[src/rtl/seq_adder.sv]
// -----------------------------------------------------------------------------
// seq_adder
//   Bit-serial (chunk-serial) adder. Accepts a, b and cin with a valid/ready
//   handshake, adds CHUNK bits per cycle starting from the LSB chunk, then
//   presents sum, cout and ovf with a valid/ready handshake until consumed.
//
// State table
//   state | meaning
//   IDLE  | waiting for operands, in_ready=1
//   RUN   | adding chunk k_q of the captured operands each cycle
//   DONE  | result held; out_valid raised after one settle cycle
//
// Ports
//   clk        rising-edge clock
//   rst_n      asynchronous active-low reset
//   in_valid   operands on a/b/cin are valid
//   in_ready   block can accept operands (IDLE only)
//   a, b       WIDTH-bit operands
//   cin        carry-in
//   out_valid  result valid (DONE only)
//   out_ready  consumer accepts the result
//   sum        a + b + cin modulo 2^WIDTH
//   cout       carry out of bit WIDTH-1
//   ovf        signed overflow (carry into MSB xor carry out of MSB)
// -----------------------------------------------------------------------------
module seq_adder #(
  parameter int WIDTH = 8,
  parameter int CHUNK = 1
) (
  input  logic             clk,
  input  logic             rst_n,
  input  logic             in_valid,
  output logic             in_ready,
  input  logic [WIDTH-1:0] a,
  input  logic [WIDTH-1:0] b,
  input  logic             cin,
  output logic             out_valid,
  input  logic             out_ready,
  output logic [WIDTH-1:0] sum,
  output logic             cout,
  output logic             ovf
);

  localparam int NCHUNK = WIDTH / CHUNK;
  localparam int KW     = (NCHUNK > 1) ? $clog2(NCHUNK) : 1;
  localparam int SW     = $clog2(WIDTH) + 1;

  localparam logic [KW-1:0]    K_LAST     = KW'(NCHUNK - 1);
  localparam logic [WIDTH-1:0] CHUNK_MASK = WIDTH'({CHUNK{1'b1}});

  typedef enum logic [1:0] {
    IDLE = 2'd0,
    RUN  = 2'd1,
    DONE = 2'd2
  } state_t;

  state_t           state_q, state_d;
  logic [WIDTH-1:0] a_q, a_d;
  logic [WIDTH-1:0] b_q, b_d;
  logic [WIDTH-1:0] sum_q, sum_d;
  logic             carry_q, carry_d;
  logic [KW-1:0]    k_q, k_d;
  logic             cout_q, cout_d;
  logic             ovf_q, ovf_d;
  logic             out_valid_q, out_valid_d;

  // Chunk datapath: select chunk k of each operand and add with the carry.
  logic [SW-1:0]    shamt;
  logic [CHUNK-1:0] a_chunk;
  logic [CHUNK-1:0] b_chunk;
  logic [CHUNK:0]   chunk_sum;
  logic             msb_carry_in;
  logic [WIDTH-1:0] sum_merged;

  assign shamt     = SW'(k_q) * SW'(CHUNK);
  assign a_chunk   = CHUNK'(a_q >> shamt);
  assign b_chunk   = CHUNK'(b_q >> shamt);
  assign chunk_sum = {1'b0, a_chunk} + {1'b0, b_chunk} + {{CHUNK{1'b0}}, carry_q};

  // Carry into the top bit of the chunk recovered from its sum bit:
  // s = a ^ b ^ c_in  =>  c_in = a ^ b ^ s. Only meaningful on the last chunk,
  // where that top bit is bit WIDTH-1.
  assign msb_carry_in = a_chunk[CHUNK-1] ^ b_chunk[CHUNK-1] ^ chunk_sum[CHUNK-1];

  assign sum_merged = (sum_q & ~(CHUNK_MASK << shamt))
                    | (WIDTH'(chunk_sum[CHUNK-1:0]) << shamt);

  always_comb begin
    state_d     = state_q;
    a_d         = a_q;
    b_d         = b_q;
    sum_d       = sum_q;
    carry_d     = carry_q;
    k_d         = k_q;
    cout_d      = cout_q;
    ovf_d       = ovf_q;
    out_valid_d = out_valid_q;

    case (state_q)
      IDLE: begin
        if (in_valid) begin
          a_d     = a;
          b_d     = b;
          carry_d = cin;
          k_d     = '0;
          state_d = RUN;
        end
      end

      RUN: begin
        sum_d   = sum_merged;
        carry_d = chunk_sum[CHUNK];
        k_d     = k_q + 1'b1;
        if (k_q == K_LAST) begin
          cout_d  = chunk_sum[CHUNK];
          ovf_d   = msb_carry_in ^ chunk_sum[CHUNK];
          k_d     = '0;
          state_d = DONE;
        end
      end

      DONE: begin
        // First DONE cycle only raises out_valid; this fixes the latency at
        // NCHUNK+1 edges. out_ready is ignored until out_valid is visible.
        if (!out_valid_q) begin
          out_valid_d = 1'b1;
        end else if (out_ready) begin
          out_valid_d = 1'b0;
          state_d     = IDLE;
        end
      end

      default: begin
        state_d     = IDLE;
        out_valid_d = 1'b0;
      end
    endcase
  end

  always_ff @(posedge clk or negedge rst_n) begin
    if (!rst_n) begin
      state_q     <= IDLE;
      a_q         <= '0;
      b_q         <= '0;
      sum_q       <= '0;
      carry_q     <= 1'b0;
      k_q         <= '0;
      cout_q      <= 1'b0;
      ovf_q       <= 1'b0;
      out_valid_q <= 1'b0;
    end else begin
      state_q     <= state_d;
      a_q         <= a_d;
      b_q         <= b_d;
      sum_q       <= sum_d;
      carry_q     <= carry_d;
      k_q         <= k_d;
      cout_q      <= cout_d;
      ovf_q       <= ovf_d;
      out_valid_q <= out_valid_d;
    end
  end

  assign in_ready  = (state_q == IDLE);
  assign out_valid = out_valid_q;
  assign sum       = sum_q;
  assign cout      = cout_q;
  assign ovf       = ovf_q;

endmodule

[config.mk]
export PLATFORM = sky130hd
export DESIGN_NAME = seq_adder
export DESIGN_NICKNAME = d
export VERILOG_FILES = /design/src/rtl/seq_adder.sv
export SDC_FILE = /design/constraint.sdc
export NUM_CORES = 1
export LEC_CHECK = 0
export ABC_CLOCK_PERIOD_IN_PS = 5500
export BUFFER_PORTS_ARGS = -buffer_cell sky130_fd_sc_hd__buf_2
export CORE_AREA = 2 2 66 68
export CTS_CLUSTER_DIAMETER = 30
export CTS_CLUSTER_SIZE = 40
export DETAILED_ROUTE_END_ITERATION = 10
export DIE_AREA = 0 0 68 70
export GPL_TIMING_DRIVEN = 0
export PLACE_DENSITY_LB_ADDON = 0.25
export SETUP_SLACK_MARGIN = 0.4
export SYNTH_ARGS = -nofsm -noshare
export SYNTH_HDL_FRONTEND = slang
export SYNTH_SLANG_ARGS = --single-unit
export TNS_END_PERCENT = 50
[constraint.sdc]
create_clock -name clk -period 5.5 [get_ports clk]
set_input_delay 0.275 -clock clk [delete_from_list [all_inputs] [get_ports clk]]
set_output_delay 0.275 -clock clk [all_outputs]
set_load 0.1 [all_outputs]
==> run metrics <==
fmax=399 MHz; Overall Global Routing Usage=0.157; initial antenna violation count=0; share of layout cells above drive strength 1=0.246; Avg Inst Size Synth=10.1 um^2; starting DRC count in detailed routing=49; outcome=finished, final reports clean; Final TNS setup=0 ns; Layout area overhead=20.8%; Initial DRT Pass Iterations=4; IO Pins=33; final setup fails=0; DR vias/cell=4.79; post_cts resized=0; H-Tree Depth=2; DP HPWL=2350 um; Starting Density=0.380; total grt overflow=0; core area=4140 um^2; measured slew at the worst slew-check pin=0.733 ns; required time of the critical path=5.68 ns; area of the die=4760 um^2; FP Rows=24; Yosys cell types=28; Clock Tree Root=clkbuf_8; vias in the first global route=1,219; Post-CTS Setup Inserts=0; max cap viols=0; Reg clk slew, reported paths=0.07 ns; DRT antenna net count=0; Critical Path End Type=flop; drt wl/cell=13.0 um; Setup Skew=0.00330 ns; gpl congestion=0.768; total CTS buffers=5; critical path class=flop to flop; CTS sink cnt=33; routed wire length=3200 um; Filler Cells Inserted=394; Clk Latency, worst-skew pair=0.29 ns; number of diodes=0; Max clock buf depth=2; Post-Syn Nets=184; DR vias=1,182; hold crit path type=input port to async pin; Syn. warnings=0; die width=68 um; CP max FO=9; largest net degree at the start of global routing=34; RSZ-0062 raised after global routing=no; TritonCTS clock tree=built; #FFs+latches synth=33; Die Span Y=70 um; Tcrit/Tclk final=0.456; Port Buf Inserts=32; first-pass GRT wire length=5550 um; Slew Limit Fails=0; Critical Path Source Type=flop; post-route minimum period=2.51 ns; Slew HR=0.512; Seq/Total Area, Yosys=0.525; Hold Vio Cnt, Final=0; hold_buf cts=0; mapped cell area=1570 um^2; Mapped Cells=155; post-route DRC violation count=0; Total Nets Final=223; crit path DAT=2.69 ns
==> metrics by stage <==
stage	utilization	hold WS (ns)	instance area [um^2]	std cells	worst slack (ns)
floorplan	-	-0.0206	1570	155	2.81
global placement	0.434	0.365	1800	239	3.02
detailed placement	0.434	0.385	1800	239	3.01
CTS	0.458	0.0841	1900	247	2.98
global route	0.458	0.102	1900	247	2.90
finish	0.458	0.0382	1900	247	2.99
==> cell families (layout without fill, tap and decap cells) <==
family,count (synthesis),count (layout),share of synthesized area
muxes,7,7,0.0859
buffers and inverters,11,51,0.0310
adders and majority gates,8,8,0.0684
AOI/OAI and AO/OA,15,15,0.0716
and+or+nand+nor,79,79,0.207
DFF,33,33,0.525
xor gates and xnor gates,2,2,0.0111
==> flip-flops by register name, indices dropped and copies added, names as in the netlist <==
register   count
ovf            1
cout           1
carry_q        1
a_q            8
b_q            8
k_q            3
state_q        2
out_valid      1
sum            8
==> cells in the final DEF, fill, tap and decap left out, types with 2 or more instances in the layout <==
cell type  instances
dfrtp_1           33
mux4_1             2
xnor2_1            2
mux2_2             2
ha_1               7
clkbuf_1           6
nor3_1             2
buf_2             32
clkbuf_8           7
a22o_1             4
o31ai_1            2
nand3_1            4
and3_2             2
mux4_2             2
inv_1              4
a21o_1             2
nand2_1           63
o21ai_0            3
nor2_1             3
a32o_1             2
==> final timing paths <==
kind	startpoint	endpoint	slack, ns	cells past startpoint
min in group clk	b[5]	b_q[5]	0.17	3
max	k_q[0]	sum[7]	2.99	6
min	rst_n	state_q[1]	0.04	1
min reg2reg	b_q[4]	b_q[4]	0.47	2
max reg2reg	k_q[0]	sum[7]	2.99	6
max in group asynchronous	rst_n	cout	4.99	1
==> critical path, cell delays in order (launching register included) <==
cell,delay (ns)
dfrtp_1,0.40
buf_6,0.17
mux4_2,0.50
mux2_4,0.32
fa_1,0.52
and3_2,0.24
a32o_1,0.25
==> routing by layer <==
layer,part of all wire,global-route usage
met2,0.49,0.251
met5,0,0
met4,0.025,0.0800
met3,0.041,0.0403
met1,0.45,0.192
==> Yosys cell counts <==
cell type,n,area share
nand2_1,63,0.15
and3_2,2,0.0095
clkbuf_1,6,0.014
nor2_1,3,0.0072
nor3_1,2,0.0064
xnor2_1,2,0.011
mux4_2,2,0.029
a22o_1,4,0.022
and2_1,1,0.0040
a32o_1,2,0.013
nand2b_1,1,0.0040
a22oi_1,1,0.0048
dfrtp_1,33,0.53
ha_1,7,0.056
and3_1,1,0.0040
nand3b_1,1,0.0048
a21oi_1,1,0.0032
fa_1,1,0.013
buf_6,1,0.0072
mux2_2,2,0.014
o31ai_1,2,0.0095
mux2_4,1,0.0095
o21ai_0,3,0.0095
mux4_1,2,0.033
inv_1,4,0.0095
a21o_1,2,0.0095
nor2b_1,1,0.0040
nand3_1,4,0.013
==> final cells by class <==
type / count / area, um^2 / area share
inverter: 4 / 15.0 / 0.00791
multi-input combinational: 111 / 698 / 0.368
buffer: 7 / 33.8 / 0.0178
tap: 52 / 65.1 / 0.0343
sequential: 33 / 826 / 0.435
clock buffer: 7 / 96.3 / 0.0507
clock inverter: 1 / 5.00 / 0.00264
timing repair buffer: 32 / 160 / 0.0843
Power is not shown: default switching activity piles up to over one toggle a cycle in this logic, so the estimate is an artifact.
